<file path="src/rtl/spi_cmd_decoder_pkg.sv">
// Shared opcode constants and FSM state encoding for the SPI command decoder.
package spi_cmd_decoder_pkg;

    localparam logic [7:0] OPC_WREG = 8'h01;
    localparam logic [7:0] OPC_WFB  = 8'h02;

    typedef enum logic [3:0] {
        StIdle,
        StOpc,
        StRaddr,
        StRdata,
        StFaddrH,
        StFaddrL,
        StPixH,
        StPixL,
        StDiscard
    } state_e;

endpackage

</file>
<file path="src/rtl/spi_cmd_decoder_sync_edge.sv">
// Two-flop synchroniser for an asynchronous level, with single-cycle edge pulses.
module spi_sync_edge #(
    parameter bit ResetVal = 1'b0
) (
    input  logic clk,
    input  logic rst_n,
    input  logic d_i,
    output logic q_o,
    output logic rise_o,
    output logic fall_o
);

    logic s1_q, s2_q, s3_q;

    always_ff @(posedge clk or negedge rst_n) begin
        if (!rst_n) begin
            s1_q <= ResetVal;
            s2_q <= ResetVal;
            s3_q <= ResetVal;
        end else begin
            s1_q <= d_i;
            s2_q <= s1_q;
            s3_q <= s2_q;
        end
    end

    assign q_o    = s2_q;
    assign rise_o = s2_q & ~s3_q;
    assign fall_o = ~s2_q & s3_q;

endmodule

</file>
<file path="src/rtl/spi_cmd_decoder.sv">
// Frame parser for SPI command bytes: register writes and auto-incrementing pixel writes.
// Optional frame timeout abort is enabled by defining SPICMD_TIMEOUT_EN.
module spi_cmd_decoder
    import spi_cmd_decoder_pkg::*;
#(
    parameter int unsigned FB_AW   = 16,
    parameter int unsigned TIMEOUT = 4096
) (
    input  logic             clk,
    input  logic             rst_n,
    input  logic             cs_n,
    input  logic [7:0]       rx_byte,
    input  logic             rx_dr,
    output logic             reg_we,
    output logic [7:0]       reg_addr,
    output logic [7:0]       reg_wdata,
    output logic             fb_we,
    output logic [FB_AW-1:0] fb_addr,
    output logic [15:0]      fb_wdata,
    output logic             busy,
    output logic             err
);

    logic cs_q, cs_rise, cs_fall;
    logic dr_q, byte_ev, dr_fall;

    // cs_n idles high, so its synchroniser resets high to avoid a phantom frame start.
    spi_sync_edge #(.ResetVal(1'b1)) u_sync_cs (
        .clk    (clk),
        .rst_n  (rst_n),
        .d_i    (cs_n),
        .q_o    (cs_q),
        .rise_o (cs_rise),
        .fall_o (cs_fall)
    );

    spi_sync_edge #(.ResetVal(1'b0)) u_sync_dr (
        .clk    (clk),
        .rst_n  (rst_n),
        .d_i    (rx_dr),
        .q_o    (dr_q),
        .rise_o (byte_ev),
        .fall_o (dr_fall)
    );

    logic unused_sync;
    assign unused_sync = ^{cs_rise, cs_fall, dr_q, dr_fall};

    state_e           state_q, state_d;
    logic             reg_we_q, reg_we_d;
    logic [7:0]       reg_addr_q, reg_addr_d;
    logic [7:0]       reg_wdata_q, reg_wdata_d;
    logic             fb_we_q, fb_we_d;
    logic [FB_AW-1:0] fb_addr_q, fb_addr_d;
    logic [15:0]      fb_wdata_q, fb_wdata_d;
    logic             err_q, err_d;
    logic [FB_AW-1:0] fb_cnt_q, fb_cnt_d;
    logic [7:0]       addr_hi_q, addr_hi_d;
    logic [7:0]       pix_hi_q, pix_hi_d;
    logic [15:0]      faddr_full;

    assign faddr_full = {addr_hi_q, rx_byte};

`ifdef SPICMD_TIMEOUT_EN
    localparam int unsigned TmoW = $clog2(TIMEOUT + 1);
    localparam logic [TmoW-1:0] TmoMax = TmoW'(TIMEOUT);
    logic [TmoW-1:0] tmo_q, tmo_d;
`else
    localparam int unsigned unused_timeout = TIMEOUT;
`endif

    always_comb begin
        state_d     = state_q;
        reg_we_d    = 1'b0;
        reg_addr_d  = reg_addr_q;
        reg_wdata_d = reg_wdata_q;
        fb_we_d     = 1'b0;
        fb_addr_d   = fb_addr_q;
        fb_wdata_d  = fb_wdata_q;
        err_d       = 1'b0;
        fb_cnt_d    = fb_cnt_q;
        addr_hi_d   = addr_hi_q;
        pix_hi_d    = pix_hi_q;

        if (state_q == StIdle) begin
            if (!cs_q) state_d = StOpc;
        end else if (byte_ev) begin
            unique case (state_q)
                StOpc: begin
                    if (rx_byte == OPC_WREG) begin
                        state_d = StRaddr;
                    end else if (rx_byte == OPC_WFB) begin
                        state_d = StFaddrH;
                    end else begin
                        err_d   = 1'b1;
                        state_d = StDiscard;
                    end
                end
                StRaddr: begin
                    reg_addr_d = rx_byte;
                    state_d    = StRdata;
                end
                StRdata: begin
                    reg_we_d    = 1'b1;
                    reg_wdata_d = rx_byte;
                    state_d     = StDiscard;
                end
                StFaddrH: begin
                    addr_hi_d = rx_byte;
                    state_d   = StFaddrL;
                end
                StFaddrL: begin
                    fb_cnt_d = faddr_full[FB_AW-1:0];
                    state_d  = StPixH;
                end
                StPixH: begin
                    pix_hi_d = rx_byte;
                    state_d  = StPixL;
                end
                StPixL: begin
                    fb_we_d    = 1'b1;
                    fb_addr_d  = fb_cnt_q;
                    fb_wdata_d = {pix_hi_q, rx_byte};
                    fb_cnt_d   = fb_cnt_q + 1'b1;
                    state_d    = StPixH;
                end
                default: ;
            endcase
        end

`ifdef SPICMD_TIMEOUT_EN
        // Counter saturates so a stalled DISCARD does not re-fire until another byte arrives.
        tmo_d = tmo_q;
        if (state_q == StIdle || byte_ev) begin
            tmo_d = '0;
        end else if (tmo_q != TmoMax) begin
            tmo_d = tmo_q + 1'b1;
            if (tmo_d == TmoMax) begin
                err_d   = 1'b1;
                state_d = StDiscard;
            end
        end
`endif

        // Frame end overrides any byte decoded in the same cycle.
        if (state_q != StIdle && cs_q) begin
            state_d  = StIdle;
            reg_we_d = 1'b0;
            fb_we_d  = 1'b0;
            err_d    = 1'b0;
        end
    end

    always_ff @(posedge clk or negedge rst_n) begin
        if (!rst_n) begin
            state_q     <= StIdle;
            reg_we_q    <= 1'b0;
            reg_addr_q  <= '0;
            reg_wdata_q <= '0;
            fb_we_q     <= 1'b0;
            fb_addr_q   <= '0;
            fb_wdata_q  <= '0;
            err_q       <= 1'b0;
            fb_cnt_q    <= '0;
            addr_hi_q   <= '0;
            pix_hi_q    <= '0;
`ifdef SPICMD_TIMEOUT_EN
            tmo_q       <= '0;
`endif
        end else begin
            state_q     <= state_d;
            reg_we_q    <= reg_we_d;
            reg_addr_q  <= reg_addr_d;
            reg_wdata_q <= reg_wdata_d;
            fb_we_q     <= fb_we_d;
            fb_addr_q   <= fb_addr_d;
            fb_wdata_q  <= fb_wdata_d;
            err_q       <= err_d;
            fb_cnt_q    <= fb_cnt_d;
            addr_hi_q   <= addr_hi_d;
            pix_hi_q    <= pix_hi_d;
`ifdef SPICMD_TIMEOUT_EN
            tmo_q       <= tmo_d;
`endif
        end
    end

    assign reg_we    = reg_we_q;
    assign reg_addr  = reg_addr_q;
    assign reg_wdata = reg_wdata_q;
    assign fb_we     = fb_we_q;
    assign fb_addr   = fb_addr_q;
    assign fb_wdata  = fb_wdata_q;
    assign err       = err_q;
    assign busy      = (state_q != StIdle);

endmodule

</file>
<file path="config.mk">
export PLATFORM = sky130hd
export DESIGN_NAME = spi_cmd_decoder
export DESIGN_NICKNAME = d
export VERILOG_FILES = /design/src/rtl/spi_cmd_decoder_pkg.sv /design/src/rtl/spi_cmd_decoder_sync_edge.sv /design/src/rtl/spi_cmd_decoder.sv
export SDC_FILE = /design/constraint.sdc
export NUM_CORES = 1
export LEC_CHECK = 0
export CAP_MARGIN = 20
export CORE_ASPECT_RATIO = 1.5
export CORE_UTILIZATION = 50
export CTS_BUF_LIST = sky130_fd_sc_hd__clkbuf_4
export DETAILED_ROUTE_END_ITERATION = 8
export PLACE_DENSITY_LB_ADDON = 0.08
export SLEW_MARGIN = 20
export SYNTH_ARGS = -nofsm -noshare
export SYNTH_HDL_FRONTEND = slang
export SYNTH_HIERARCHICAL = 1
export SYNTH_SLANG_ARGS = --single-unit
</file>
<file path="constraint.sdc">
create_clock -name clk -period 1.6 [get_ports clk]
set_input_delay 0.16 -clock clk [delete_from_list [all_inputs] [get_ports clk]]
set_output_delay 0.16 -clock clk [all_outputs]
set_load 0.02 [all_outputs]
</file>
==> results.yml, run 1 <==
worst_setup_path:
  cp_cell_sequence: "nor2b_4 > nand4b_1 > buf_4 > or3_1 > o21ai_0 > a311oi_1"
  cp-endpoint: "fb_cnt_q[14]"
  crit_type: "register to register"
  critPathMaxStageDelay_ps: 430
  crit_start: "u_sync_dr/s3_q"
  r2r-end: "fb_cnt_q[14]"
  crit_arrival_ps: 1960
  cp_data_required_time_ps: 1930
  rr_worst_depth: 6
  r2r_start: "u_sync_dr/s3_q"
  worstSetupEndpointType: "register"
  worst-r2r-setup-slack_ps: -30
  critPathMaxFanout: 19
  cpMaxStageDelayCell: "dfrtp_1"
  cp-start-kind: "register"
finish:
  finalInstanceArea_sq_um: 5200
  fillCellCount: 580
  final_util: 0.688
  drive_above_1_share: 0.354
  antennaDiodeCount: 0
  syn2layout_area_growth_pct: 33.9
  seq_area_sq_um: 2310
  multi_input_area_sq_um: 1560
  nets: 423
route:
  viasPerCell: 5.63
  wl_per_cell_um: 17.7
  drtPass1Iterations: 4
  drt-initial-drc-count: 142
  wl_mm: 9.11
  post-route-drc-count: 0
  final_antenna_net_count: 0
  vias: 2900
timing:
  rsz0062_at_grt: "yes"
  fmax_mhz: 614
  setup_ws_ps: -29.1
  final.setup_skew_ps: 9.63
  slew_headroom: 0.687
  hold_slack_ps: 137
  hold_viol: 0
  tns_ps: -154
  fin_crit_sh: 1.02
  drv_slew: 0
  min_period_ps: 1630
  tightest_slew_ps: 470
  setup_viol: 17
floorplanning:
  start_util: 0.514
  core_sq_um: 7560
  die_w_um: 74.0
  rows: 39
  die_y_um: 110
  dieArea_sq_um: 8140
  pin_count: 64
global_routing:
  antenna_found_initial: 0
  grt_pass1_vias: 2810
  grt_first_pass_wirelength_mm: 14.2
  grt_overflow: 0
  grt_max_degree: 93
  grt_use_total: 0.240
place:
  hpwl_mm: 6.16
  gp_congestion: 0.862
  place.port_buffers: 63
  dpl_cell_area_sq_um: 4890
  pre_cts_slack_ps: -294
synth:
  synth_nets: 316
  syn_inst: 303
  avgSynthCellArea_sq_um: 12.8
  synth_area_sq_um: 3890
  yosysWarningCount: 6
power_and_ir_drop:
  leakage_nw: 2.82
  switching_share: 0.260
  p_int_w: 0.00321
  p_seq_frac: 0.584
  pwr-share-clk: 0.273
  power_frac_comb: 0.143
  power.density_nw_per_um2: 833
  ir_drop_v: 0.000808
  power_switching_w: 0.00113
run_status:
  status: "finished, violations left"
  violations: "setup timing"
clocking:
  cts_root_buf: "clkbuf_4"
  cts_made_buffers: 9
  cts_tree: "yes"
  clockBufferDepth: 2
  clk_latency_ps: 440
  clock-sinks: 92
  cts.clk_slew.worst_paths_ps: 130
  h-tree-depth: 3
hold_path:
  hold_class: "primary input to register"
  hold-path-cell-count: 1
flow_run:
  drv_cap: 0
==> through the flow <==
step / power (W) / std cells
6_report: 0.00434 / 515
4_1_cts: 0.00438 / 512
3_5_place_dp: 0.00323 / 492
2_1_floorplan: 0.00286 / 303
5_1_grt: 0.00452 / 515
3_3_place_gp: 0.00322 / 492
==> flip-flops by register name, summed over array words and instances (netlist names), 4 cells and up <==
| name | cells |
|---|---|
| fb_cnt_q | 16 |
| reg_addr | 8 |
| state_q | 4 |
| fb_wdata | 16 |
| reg_wdata | 8 |
| addr_hi_q | 8 |
| fb_addr | 16 |
| pix_hi_q | 8 |
==> worst max-delay path, delay by kind of cell, from the launching register on <==
kind | cells | cell delay [ps]
simple gates | 3 | 660
buf+inv | 1 | 260
compound gates | 2 | 150
flops | 1 | 430
==> worst min path at each step <==
stage           from        endpoint
6_report        cs_n  u_sync_cs/s1_q
3_3_place_gp   rst_n    fb_cnt_q[15]
5_1_grt         cs_n  u_sync_cs/s1_q
2_1_floorplan  rst_n    addr_hi_q[0]
4_1_cts         cs_n  u_sync_cs/s1_q
3_5_place_dp   rst_n    fb_cnt_q[15]
==> timing repair <==
action                                  in CTS  in global routing
buffers inserted                             5                  3
gates resized for setup                     35                 39
hold buffers                                 1                  0
hold endpoints to repair                    90                  0
cloned                                       0                  0
pin swaps                                    1                  2
endpoints found under the setup margin      81                 98
==> power by group through the flow <==
stage                     logic (W)  clock network (W)  registers (W)
after floorplan            0.000201                  0        0.00266
after global placement     0.000650                  0        0.00257
after detailed placement   0.000652                  0        0.00258
after CTS                  0.000628            0.00122        0.00253
after global routing       0.000664            0.00130        0.00255
final                      0.000620            0.00118        0.00253
==> layout by cell type, fill, tap and decap left out, drive strengths merged, types with 4 or more instances in the layout <==
cell type / n
nand3: 11
buf: 47
clkdlybuf4s50: 12
a2bb2oi: 5
dfrtp: 90
o21ai: 13
nand2: 13
a21oi: 15
inv: 4
o22ai: 4
or3: 6
nor3: 8
mux2: 63
dlymetal6s2s: 26
clkbuf: 10
nor2: 17
nor4: 4
dlygate4sd2: 23
==> per-layer routing <==
metal	part of all wire	track usage	vias up	wire (um)
li1	-	-	1328	-
met1	0.40	0.286	1453	3660
met2	0.52	0.404	100	4730
met3	0.052	0.0536	19	475
met4	0.027	0.115	0	245
met5	0	0	-	0
==> final cells by class <==
type | count | share of cell area
Timing Repair Buffer | 109 | 0.206
Tap cell | 102 | 0.0245
Clock inverter | 4 | 0.00818
Multi-Input combinational cell | 194 | 0.301
Inverter | 4 | 0.00289
Clock buffer | 10 | 0.0144
Sequential cell | 92 | 0.443
Note: power is estimated with default switching activity, not from simulation.
==> run 2: changes to the inputs <==
- ABC_CLOCK_PERIOD_IN_PS: unset -> 1600
- CTS_CLUSTER_SIZE: unset -> 28
==> results of run 2 <==
Same layout as run 1: the final DEF is identical, and so are final timing and power.
==> run 3: changes to the inputs <==
- CORE_ASPECT_RATIO: 1.5 -> unset
==> run 3 against run 2 <==
  * The run still ends with setup timing left
  * Power increased by 3.9%
  * Fmax shrank 3.0%
  * Non-clock buffer count up 17
  * Clock skew increased by 10 ps
  * First-iteration DRC count grew 67%
  * Cell count increased by 3.1%
  * Count of clock-buffer cells in the layout did not move
  * Clock power is 7% higher
  * Largest power group unchanged
  * Highest routed layer unchanged
==> results.yml, run 3 (synthesis results as in run 1) <==
run_status:
  status: "finished, violations left"
  violations: "setup timing"
floorplanning:
  start_util: 0.527
  rows: 31
  die_y_um: 90.2
  dieArea_sq_um: 8130
  die_w_um: 90.2
  core_sq_um: 7370
  pin_count: 64
place:
  hpwl_mm: 6.26
  place.port_buffers: 63
  gp_congestion: 0.870
clocking:
  clock-sinks: 92
  clk_latency_ps: 440
  h-tree-depth: 3
  cts_root_buf: "clkbuf_4"
  clockBufferDepth: 2
  cts.clk_slew.worst_paths_ps: 140
  cts_made_buffers: 9
  cts_tree: "yes"
power_and_ir_drop:
  finalPower_w: 0.00451
  switching_share: 0.265
  ir_drop_v: 0.000656
  power.density_nw_per_um2: 816
  p_seq_frac: 0.562
  pwr-share-clk: 0.280
  power_switching_w: 0.00120
  power_frac_comb: 0.158
  leakage_nw: 2.87
  p_int_w: 0.00331
timing:
  hold_viol: 0
  tns_ps: -1970
  drv_slew: 0
  setup_viol: 38
  min_period_ps: 1680
  fmax_mhz: 596
  fin_crit_sh: 1.05
  tightest_slew_ps: 411
  setup_ws_ps: -79.0
  final.setup_skew_ps: 19.6
  rsz0062_at_grt: "yes"
  slew_headroom: 0.719
global_routing:
  grt_max_degree: 40
  grt_first_pass_wirelength_mm: 15.8
  grt_use_total: 0.254
  antenna_found_initial: 0
  grt_pass1_vias: 3014
  grt_overflow: 0
finish:
  layout_common_cells: "88 x dfrtp_1, 46 x buf_4, 36 x mux2_2"
  fillCellCount: 493
  antennaDiodeCount: 0
  nets: 440
  final_util: 0.750
  multi_input_area_sq_um: 1690
  seq_area_sq_um: 2310
  drive_above_1_share: 0.389
  mostFrequentLayoutCell: "dfrtp_1"
  syn2layout_area_growth_pct: 42.1
worst_setup_path:
  worstSetupEndpointType: "register"
  crit_arrival_ps: 2000
  cp_data_required_time_ps: 1930
  crit_type: "register to register"
  critPathMaxFanout: 9
  cp-start-kind: "register"
route:
  viasPerCell: 5.72
  vias: 3035
  drt-initial-drc-count: 237
  post-route-drc-count: 0
  wl_per_cell_um: 18.8
  final_antenna_net_count: 0
  wl_mm: 10.0
  drtPass1Iterations: 5
hold_path:
  hold_class: "primary input to register"
flow_run:
  drv_cap: 0
==> run 3: worst paths after layout <==
kind,startpoint,cells past startpoint,slack [ps],end
hold reg to reg,u_sync_dr/s1_q,0,370,u_sync_dr/q_o
hold / removal,cs_n,1,140,u_sync_cs/s1_q
setup reg to reg,u_sync_dr/s3_q,6,-80,reg_wdata[6]
setup / recovery,u_sync_dr/s3_q,6,-80,reg_wdata[6]
max in group asynchronous,rst_n,3,920,u_sync_cs/s1_q
min in group asynchronous,rst_n,2,150,fb_we
==> run 3: metal layers <==
metal	GRT usage	part of all wire	routed length, um	vias up
met5	0	0	0	-
met4	0.117	0.022	223	0
met3	0.0474	0.060	600	18
met2	0.410	0.49	4910	112
met1	0.333	0.43	4280	1542
li1	-	-	-	1363
==> run 3: final cells by class <==
class	count	area share
clock buffers	10	0.0136
clock inverters	6	0.0120
inverters	4	0.00272
multi-input cells	194	0.306
flip-flops and latches	92	0.418
well taps	99	0.0224
repair buffers	126	0.226
==> run 3: per-stage QoR <==
step,instance area (sq um),hold WS (ps),setup slack [ps],instances
after floorplan,3890,-136,26.5,303
after global placement,4920,74.7,-130,491
after detailed placement,4920,67.2,-149,491
after CTS,5320,113,-44.7,522
after global routing,5520,111,-138,531
final,5520,137,-79.0,531
==> run 3: power by group through the flow <==
stage | combinational [W] | sequential [W] | clock (W)
2_1_floorplan | 0.000201 | 0.00266 | 0
3_3_place_gp | 0.000659 | 0.00257 | 0
3_5_place_dp | 0.000664 | 0.00258 | 0
4_1_cts | 0.000681 | 0.00253 | 0.00129
5_1_grt | 0.000762 | 0.00255 | 0.00137
6_report | 0.000712 | 0.00253 | 0.00126
==> run 3: timing repair <==
item / 4_1_cts / 5_1_grt
hold buffers: 1 / 0
gates resized for setup: 56 / 49
pin swaps: 3 / 5
endpoints found under the hold margin: 90 / 0
gates cloned: 2 / 1
setup buffers: 12 / 9
setup endpoints to repair: 55 / 89
==> run 3: critical path: stages (launching register included) <==
cell	delay (ps)
dfrtp_1	430
nor2b_4	140
buf_4	110
nand3b_1	110
or3_1	350
buf_6	160
mux2_2	270
